===== src/rtl/tour_cmd_pkg.sv =====
// ----------------------------------------------------------------------------
// tour_cmd_pkg
// Shared types and constants for the knight's-tour command sequencer:
//   state_t      - one-hot FSM state encoding
//   OP_*/HEAD_*  - cmd_proc opcodes and compass headings
//   leg_t        - one single-axis cmd_proc command {opcode, heading, squares}
//   RESP_*_DEF   - default response bytes
//   mk_leg       - packs the three leg fields
// ----------------------------------------------------------------------------
package tour_cmd_pkg;

  // One-hot encoding so a corrupted state vector is easy to detect and recover.
  typedef enum logic [4:0] {
    IDLE    = 5'b00001,
    SEND_L1 = 5'b00010,
    WAIT_L1 = 5'b00100,
    SEND_L2 = 5'b01000,
    WAIT_L2 = 5'b10000
  } state_t;

  localparam logic [3:0] OP_HORZ = 4'h4;
  localparam logic [3:0] OP_VERT = 4'h5;

  localparam logic [7:0] HEAD_N = 8'h00;
  localparam logic [7:0] HEAD_E = 8'hBF;
  localparam logic [7:0] HEAD_S = 8'h7F;
  localparam logic [7:0] HEAD_W = 8'h3F;

  typedef struct packed {
    logic [3:0] opcode;
    logic [7:0] heading;
    logic [3:0] squares;
  } leg_t;

  localparam logic [7:0] RESP_DONE_DEF = 8'hA5;
  localparam logic [7:0] RESP_BUSY_DEF = 8'h5A;

  // Decode result for a move that is not exactly one-hot (reads as 16'h4000).
  localparam leg_t LEG_NULL = '{opcode: OP_HORZ, heading: 8'h00, squares: 4'h0};

  function automatic leg_t mk_leg(input logic [3:0] op, input logic [7:0] hd,
                                  input logic [3:0] sq);
    leg_t l;
    l.opcode  = op;
    l.heading = hd;
    l.squares = sq;
    return l;
  endfunction

endpackage


===== src/rtl/tour_cmd_seq_if.sv =====
// ----------------------------------------------------------------------------
// tour_cmd_seq_if
// Command path between UART_wrapper, the tour sequencer and cmd_proc.
//   cmd_UART/cmd_rdy_UART - command from UART_wrapper
//   cmd/cmd_rdy           - muxed command presented to cmd_proc
//   clr_cmd_rdy           - cmd_proc accepted the command
//   send_resp             - cmd_proc finished executing the command
//   resp                  - response byte back to the UART
// modport master: the sequencer side; modport slave: the environment side.
// ----------------------------------------------------------------------------
interface tour_cmd_seq_if;
  logic [15:0] cmd_UART;
  logic        cmd_rdy_UART;
  logic [15:0] cmd;
  logic        cmd_rdy;
  logic        clr_cmd_rdy;
  logic        send_resp;
  logic [7:0]  resp;

  modport master (
    input  cmd_UART, cmd_rdy_UART, clr_cmd_rdy, send_resp,
    output cmd, cmd_rdy, resp
  );

  modport slave (
    output cmd_UART, cmd_rdy_UART, clr_cmd_rdy, send_resp,
    input  cmd, cmd_rdy, resp
  );
endinterface


===== src/rtl/tour_cmd_seq_move_decomp.sv =====
// ----------------------------------------------------------------------------
// move_decomp
// Splits a one-hot knight's L-move into its horizontal and vertical legs.
//   move    in  8   one-hot move code
//   horz    out leg_t horizontal leg command
//   vert    out leg_t vertical leg command
//   illegal out 1   move is not exactly one bit set
// ----------------------------------------------------------------------------
module move_decomp
  import tour_cmd_pkg::*;
(
  input  logic [7:0] move,
  output leg_t       horz,
  output leg_t       vert,
  output logic       illegal
);

  // Move table lookup; anything not one-hot decodes to LEG_NULL and flags illegal.
  always_comb begin
    horz    = LEG_NULL;
    vert    = LEG_NULL;
    illegal = 1'b0;
    case (move)
      8'h01: begin horz = mk_leg(OP_HORZ, HEAD_E, 4'd1); vert = mk_leg(OP_VERT, HEAD_N, 4'd2); end
      8'h02: begin horz = mk_leg(OP_HORZ, HEAD_W, 4'd1); vert = mk_leg(OP_VERT, HEAD_N, 4'd2); end
      8'h04: begin horz = mk_leg(OP_HORZ, HEAD_W, 4'd2); vert = mk_leg(OP_VERT, HEAD_N, 4'd1); end
      8'h08: begin horz = mk_leg(OP_HORZ, HEAD_W, 4'd2); vert = mk_leg(OP_VERT, HEAD_S, 4'd1); end
      8'h10: begin horz = mk_leg(OP_HORZ, HEAD_W, 4'd1); vert = mk_leg(OP_VERT, HEAD_S, 4'd2); end
      8'h20: begin horz = mk_leg(OP_HORZ, HEAD_E, 4'd1); vert = mk_leg(OP_VERT, HEAD_S, 4'd2); end
      8'h40: begin horz = mk_leg(OP_HORZ, HEAD_E, 4'd2); vert = mk_leg(OP_VERT, HEAD_S, 4'd1); end
      8'h80: begin horz = mk_leg(OP_HORZ, HEAD_E, 4'd2); vert = mk_leg(OP_VERT, HEAD_N, 4'd1); end
      default: begin
        horz    = LEG_NULL;
        vert    = LEG_NULL;
        illegal = 1'b1;
      end
    endcase
  end

endmodule


===== src/rtl/tour_cmd_seq.sv =====
// ----------------------------------------------------------------------------
// tour_cmd_seq
// Plays back a solved knight's tour as pairs of single-axis cmd_proc commands
// and multiplexes them with the UART command path.
//   clk, rst_n      system clock, synchronous active-low reset
//   start_tour      starts playback (ignored unless IDLE)
//   vert_first      latched on start; 1 = vertical leg first
//   abort           returns to UART pass-through next cycle
//   move/mv_indx    TourLogic move storage read port
//   bus             command/response path (tour_cmd_seq_if.master)
//   tour_busy       high in every non-IDLE state
//   err             sticky illegal-move flag
// ----------------------------------------------------------------------------
module tour_cmd_seq
  import tour_cmd_pkg::*;
#(
  parameter int         NUM_MOVES = 25,
  parameter int         IDX_W     = $clog2(NUM_MOVES),
  parameter logic [7:0] RESP_DONE = RESP_DONE_DEF,
  parameter logic [7:0] RESP_BUSY = RESP_BUSY_DEF
) (
  input  logic             clk,
  input  logic             rst_n,
  input  logic             start_tour,
  input  logic             vert_first,
  input  logic             abort,
  input  logic [7:0]       move,
  output logic [IDX_W-1:0] mv_indx,
  tour_cmd_seq_if.master   bus,
  output logic             tour_busy,
  output logic             err
);

  localparam logic [IDX_W-1:0] LAST_IDX = IDX_W'(NUM_MOVES - 1);
  localparam logic [IDX_W-1:0] IDX_ONE  = IDX_W'(1);

  state_t           r_state;
  logic [IDX_W-1:0] r_mv_indx;
  logic             r_err;
  logic             r_vert_first;

  leg_t w_horz;
  leg_t w_vert;
  leg_t w_leg;
  logic w_illegal;
  logic w_is_l2;
  logic w_last;

  move_decomp u_move_decomp (
    .move    (move),
    .horz    (w_horz),
    .vert    (w_vert),
    .illegal (w_illegal)
  );

  // Playback FSM; abort has priority over every handshake in a non-IDLE state.
  always_ff @(posedge clk) begin
    if (!rst_n) begin
      r_state      <= IDLE;
      r_mv_indx    <= '0;
      r_err        <= 1'b0;
      r_vert_first <= 1'b0;
    end else begin
      case (r_state)
        IDLE: begin
          if (start_tour && !abort) begin
            r_state      <= SEND_L1;
            r_mv_indx    <= '0;
            r_err        <= 1'b0;
            r_vert_first <= vert_first;
          end else begin
            r_state <= IDLE;
          end
        end
        SEND_L1: begin
          if (abort) begin
            r_state <= IDLE;
          end else if (w_illegal) begin
            // Bad move from storage: stop the tour before any command is offered.
            r_err   <= 1'b1;
            r_state <= IDLE;
          end else if (bus.clr_cmd_rdy) begin
            r_state <= WAIT_L1;
          end else begin
            r_state <= SEND_L1;
          end
        end
        WAIT_L1: begin
          if (abort)               r_state <= IDLE;
          else if (bus.send_resp)  r_state <= SEND_L2;
          else                     r_state <= WAIT_L1;
        end
        SEND_L2: begin
          if (abort)                r_state <= IDLE;
          else if (bus.clr_cmd_rdy) r_state <= WAIT_L2;
          else                      r_state <= SEND_L2;
        end
        WAIT_L2: begin
          if (abort) begin
            r_state <= IDLE;
          end else if (bus.send_resp) begin
            if (w_last) begin
              r_state <= IDLE;
            end else begin
              r_mv_indx <= r_mv_indx + IDX_ONE;
              r_state   <= SEND_L1;
            end
          end else begin
            r_state <= WAIT_L2;
          end
        end
        default: r_state <= IDLE;
      endcase
    end
  end

  // Command mux and response byte, decoded from state and the current move.
  always_comb begin
    w_is_l2 = (r_state == SEND_L2) || (r_state == WAIT_L2);
    w_last  = (r_mv_indx == LAST_IDX);
    // L1 is horizontal unless vertical-first was latched; L2 is the other axis.
    w_leg   = (r_vert_first ^ w_is_l2) ? w_vert : w_horz;
    if (r_state != IDLE) begin
      bus.cmd     = w_leg;
      bus.cmd_rdy = ((r_state == SEND_L1) && !w_illegal) || (r_state == SEND_L2);
    end else begin
      bus.cmd     = bus.cmd_UART;
      bus.cmd_rdy = bus.cmd_rdy_UART;
    end
    if ((r_state == IDLE) || (w_is_l2 && w_last)) begin
      bus.resp = RESP_DONE;
    end else begin
      bus.resp = RESP_BUSY;
    end
  end

  assign mv_indx   = r_mv_indx;
  assign err       = r_err;
  assign tour_busy = (r_state != IDLE);

endmodule


===== src/flat_wrapper.sv =====
// flat-port wrapper written by rule: the top's interface ports become plain ports
module tour_cmd_seq_flat import tour_cmd_pkg::*;
#(
  parameter int         NUM_MOVES = 25,
  parameter int         IDX_W     = $clog2(NUM_MOVES),
  parameter logic [7:0] RESP_DONE = RESP_DONE_DEF,
  parameter logic [7:0] RESP_BUSY = RESP_BUSY_DEF
)
  (clk, rst_n, start_tour, vert_first, abort, move, mv_indx, tour_busy, err, bus_cmd_UART, bus_cmd_rdy_UART, bus_clr_cmd_rdy, bus_send_resp, bus_cmd, bus_cmd_rdy, bus_resp);
  tour_cmd_seq_if bus_i ();
  input  logic clk;
  input  logic rst_n;
  input  logic start_tour;
  input  logic vert_first;
  input  logic abort;
  input  logic [7:0] move;
  output logic [IDX_W-1:0] mv_indx;
  output logic tour_busy;
  output logic err;
  input wire logic [$bits(bus_i.cmd_UART)-1:0] bus_cmd_UART;
  input wire logic [$bits(bus_i.cmd_rdy_UART)-1:0] bus_cmd_rdy_UART;
  input wire logic [$bits(bus_i.clr_cmd_rdy)-1:0] bus_clr_cmd_rdy;
  input wire logic [$bits(bus_i.send_resp)-1:0] bus_send_resp;
  output wire logic [$bits(bus_i.cmd)-1:0] bus_cmd;
  output wire logic [$bits(bus_i.cmd_rdy)-1:0] bus_cmd_rdy;
  output wire logic [$bits(bus_i.resp)-1:0] bus_resp;
  assign bus_i.cmd_UART = bus_cmd_UART;
  assign bus_i.cmd_rdy_UART = bus_cmd_rdy_UART;
  assign bus_i.clr_cmd_rdy = bus_clr_cmd_rdy;
  assign bus_i.send_resp = bus_send_resp;
  assign bus_cmd = bus_i.cmd;
  assign bus_cmd_rdy = bus_i.cmd_rdy;
  assign bus_resp = bus_i.resp;
  tour_cmd_seq #(.NUM_MOVES(NUM_MOVES), .IDX_W(IDX_W), .RESP_DONE(RESP_DONE), .RESP_BUSY(RESP_BUSY)) u_core (.clk(clk), .rst_n(rst_n), .start_tour(start_tour), .vert_first(vert_first), .abort(abort), .move(move), .mv_indx(mv_indx), .bus(bus_i), .tour_busy(tour_busy), .err(err));
endmodule

===== config.mk =====
export PLATFORM = sky130hd
export DESIGN_NAME = tour_cmd_seq_flat
export DESIGN_NICKNAME = d
export VERILOG_FILES = /design/src/rtl/tour_cmd_pkg.sv /design/src/rtl/tour_cmd_seq_if.sv /design/src/rtl/tour_cmd_seq_move_decomp.sv /design/src/rtl/tour_cmd_seq.sv /design/src/flat_wrapper.sv
export SDC_FILE = /design/constraint.sdc
export NUM_CORES = 1
export LEC_CHECK = 0
export CAP_MARGIN = 20
export CORE_MARGIN = 2
export CORE_UTILIZATION = 40
export DETAILED_ROUTE_END_ITERATION = 10
export PLACE_DENSITY = 0.8
export SKIP_LAST_GASP = 1
export SYNTH_ARGS = -nofsm -noshare
export SYNTH_HDL_FRONTEND = slang
export SYNTH_SLANG_ARGS = --single-unit

===== constraint.sdc =====
create_clock -name clk -period 4.14 [get_ports clk]
set_clock_uncertainty 0.1 [all_clocks]
set_input_delay 1.242 -clock clk [delete_from_list [all_inputs] [get_ports clk]]
set_output_delay 1.242 -clock clk [all_outputs]
set_load 0.05 [all_outputs]

==> results.tsv <==
stage	metric	value	unit
outcome	status	completed	
finish	diode count	0	
placed_design	number of port buffers	63	
timing	Worst Tran Pin Value	0.571	ns
detailed_routing	DRT iter0 DRCs	40	
die	Die ar.	0.00366	mm^2
finish	nets	272	
power	Power Total	551	uW
setup_path	CP required	2.80	ns
global_routing	largest net degree at the start of global routing	28	
timing	crit share post-route	97.8	%
timing	unrepaired setup endpoints after global routing	no	
placed_design	worst slack, placed	-0.412	ns
clock_network	clk slew on worst S/H paths	0.07	ns
power	Comb pwr share	63.8	%
global_routing	gr usage total	22.2	%
timing	Fin. Hold Viols	0	
synthesis	syn avg cell area	7.60	um^2
detailed_routing	WL final	3940	um
setup_path	Worst Reg2Reg Path Length in Cells	5	
timing	count of final max-slew check failures	0	
setup_path	worst path arrival time	2.71	ns
finish	Final Non-Filler Cells	280	
power	switch share	45.4	%
placed_design	Post-DP HPWL	2830	um
detailed_routing	DRC violations left	0	
setup_path	FF-to-FF End	u_core.r_state[3]	
detailed_routing	DR WL/cell	14.1	um
synthesis	asr flop ratio synth	0	%
synthesis	Yosys top cell area share	18.8	%
clock_network	clk_lat worst skew	0.28	ns
synthesis	Post-synth EDFFs	0	
synthesis	count leader, synth	nor2_1	
setup_path	Setup crit end	bus_cmd[4]	
die	I/O Pins	64	
synthesis	synthesized area	0.00128	mm^2
finish	post-layout util	73.3	%
placed_design	placed cell areas	0.00208	mm^2
power	VDD IR-drop max	0.148	mV
timing	highest clock rate	247	MHz
placed_design	GP Congestion	0.740	
setup_path	Worst Setup SP	move[5]	
setup_path	R2R Setup Slk	2.23	ns
flow_run	max_cap viols	0	
synthesis	top_reg_cell synth	dfxtp_1	
finish	Multi-input gate area	0.00102	mm^2
synthesis	post-synth top area cell	dfxtp_1	
global_routing	Congestion Overflow GR	0	
timing	setup TNS	0	ns
synthesis	post-synthesis sequential area ratio	18.8	%
power	switching power	251	uW
clock_network	CTS Buf Count	3	
finish	fraction of layout cells with a size suffix above 1	32.6	%
finish	area occupied by registers	240	um^2
detailed_routing	via count	1495	
setup_path	crit path launch type	input port	
setup_path	Setup crit end kind	output port	
detailed_routing	DRT Pass-1 Iters	4	
global_routing	first-pass GRT wire length	6270	um
worst_hold_path	Hold Crit Class	flip-flop to flip-flop	
timing	worst rel slew slack	61.9	%
placed_design	placed insts	271	
die	Starting Density	41.8	%
die	Core ar.	0.00305	mm^2
synthesis	syn nets	202	
synthesis	top cells by area, synth	dfxtp_1 19%, o21ai_0 5.5%, buf_4 5.3%	
clock_network	CTS H-tree lvls	1	
die	die width	60.5	um
die	Placement Rows	20	
synthesis	yosys warns	0	
clock_network	CTS sink count	12	
timing	fin crit period	4.05	ns
power	P per Cell Area	246	mW/mm^2
setup_path	critical path class	input port to output port	
finish	post-route cell area	0.00224	mm^2
finish	P&R area growth vs syn	75.3	%
setup_path	crit path max fanout	10	
detailed_routing	Via-to-Cell Ratio	5.34	
synthesis	synth unique cells	52	
power	Clock power frac	13.6	%
detailed_routing	Post-DRT Antenna Nets	0	
power	Leak	0.898	nW
synthesis	top cells by count, synth	18 x nor2_1, 16 x nand2_1, 14 x o21ai_0	
setup_path	reg2reg start	u_core.r_state[4]	
global_routing	vias in the first global route	1409	
timing	Setup violations, final	0	
clock_network	clock root cell	clkbuf_4	
power	part of the power in registers	22.6	%
synthesis	Synth Instances	168	
power	P_int	301	uW
clock_network	TritonCTS clock tree	done	
clock_network	CTS max path bufs	2	
synthesis	Synth Register Bits	12	
timing	final worst slack	0.0913	ns
global_routing	initial antenna violation count	0	
finish	fill count	248	
timing	Min Hold Slack	0.471	ns
die	chip height	60.5	um
[state kept, by name, summed over array words and instances, names as in the netlist]
| name | cells |
|---|---|
| u_core.r_vert_first | 1 |
| u_core.err | 1 |
| u_core.r_state | 5 |
| u_core.mv_indx | 5 |
[cell usage in the layout, fill, tap and decap left out, drive strengths merged, types with 2 or more instances in the layout]
| cell type | count |
|---|---|
| nor3 | 2 |
| ha | 2 |
| nor4b | 6 |
| inv | 7 |
| nor3b | 4 |
| xor2 | 5 |
| or2 | 2 |
| nand2b | 3 |
| a31oi | 3 |
| a21oi | 3 |
| buf | 41 |
| and2 | 6 |
| a211oi | 4 |
| nand2 | 16 |
| nor4 | 3 |
| dfxtp | 12 |
| nand3b | 6 |
| o31ai | 2 |
| a41o | 2 |
| nand4 | 3 |
| nor2 | 19 |
| nand3 | 3 |
| clkbuf | 5 |
| mux2i | 4 |
| clkdlybuf4s50 | 38 |
| o21ai | 16 |
| and3 | 2 |
| xnor2 | 4 |
[layout make-up]
type / instances / share of cell area (%)
clock buffers: 3 / 1.01
inverters: 7 / 1.17
multi-input cells: 131 / 45.6
flip-flops and latches: 12 / 10.7
repair buffers: 83 / 39.0
well taps: 44 / 2.46
[critical path, cell delays in order]
cell	delay, ns
buf_6	0.13
xor2_2	0.19
a211oi_2	0.27
nor4b_2	0.07
buf_4	0.15
o22ai_4	0.25
o21ai_1	0.11
buf_4	0.15
buf_12	0.14
[routing by layer]
| layer | vias to the layer above | part of all wire (%) | track usage, % |
|---|---|---|---|
| met1 | 692 | 39 | 24.9 |
| met2 | 71 | 50 | 40.2 |
| met4 | 0 | 1.6 | 11.2 |
| met3 | 7 | 9.3 | 4.05 |
| li1 | 725 | - | - |
| met5 | - | 0 | 0 |
[how the worst min path moves through the flow]
stage | cells after the start | startpoint | endpoint
after floorplan | 2 | u_core.r_vert_first | u_core.r_vert_first
after global placement | 2 | u_core.mv_indx[4] | u_core.mv_indx[4]
after detailed placement | 2 | u_core.mv_indx[4] | u_core.mv_indx[4]
after CTS | 2 | u_core.mv_indx[4] | u_core.mv_indx[4]
after global routing | 2 | u_core.r_vert_first | u_core.r_vert_first
final | 2 | u_core.mv_indx[4] | u_core.mv_indx[4]
[what timing repair did]
item / CTS / global route
gates resized for setup: 37 / 21
setup endpoints to repair: 12 / 10
pin swaps: 10 / 10
setup buffers: 5 / 1
hold buffers: 0 / 0
endpoints found under the hold margin: 0 / 0
[power by group through the flow]
| stage | Sequential [mW] | Combinational, mW | Clock, mW |
|---|---|---|---|
| 6_report | 0.125 | 0.352 | 0.0750 |
| 5_1_grt | 0.125 | 0.371 | 0.0798 |
| 4_1_cts | 0.124 | 0.345 | 0.0759 |
| 3_5_place_dp | 0.127 | 0.338 | 0 |
| 3_3_place_gp | 0.127 | 0.335 | 0 |
| 2_1_floorplan | 0.127 | 0.200 | 0 |
[cell families after synthesis]
family | Yosys count | synth area share [%]
xor+xnor | 9 | 6.76
buf+inv | 25 | 12.0
flops | 12 | 18.8
mux | 4 | 3.14
compound gates | 37 | 20.8
fa+ha+maj | 2 | 1.96
simple gates | 79 | 36.6
(Power assumes the default switching activity.)
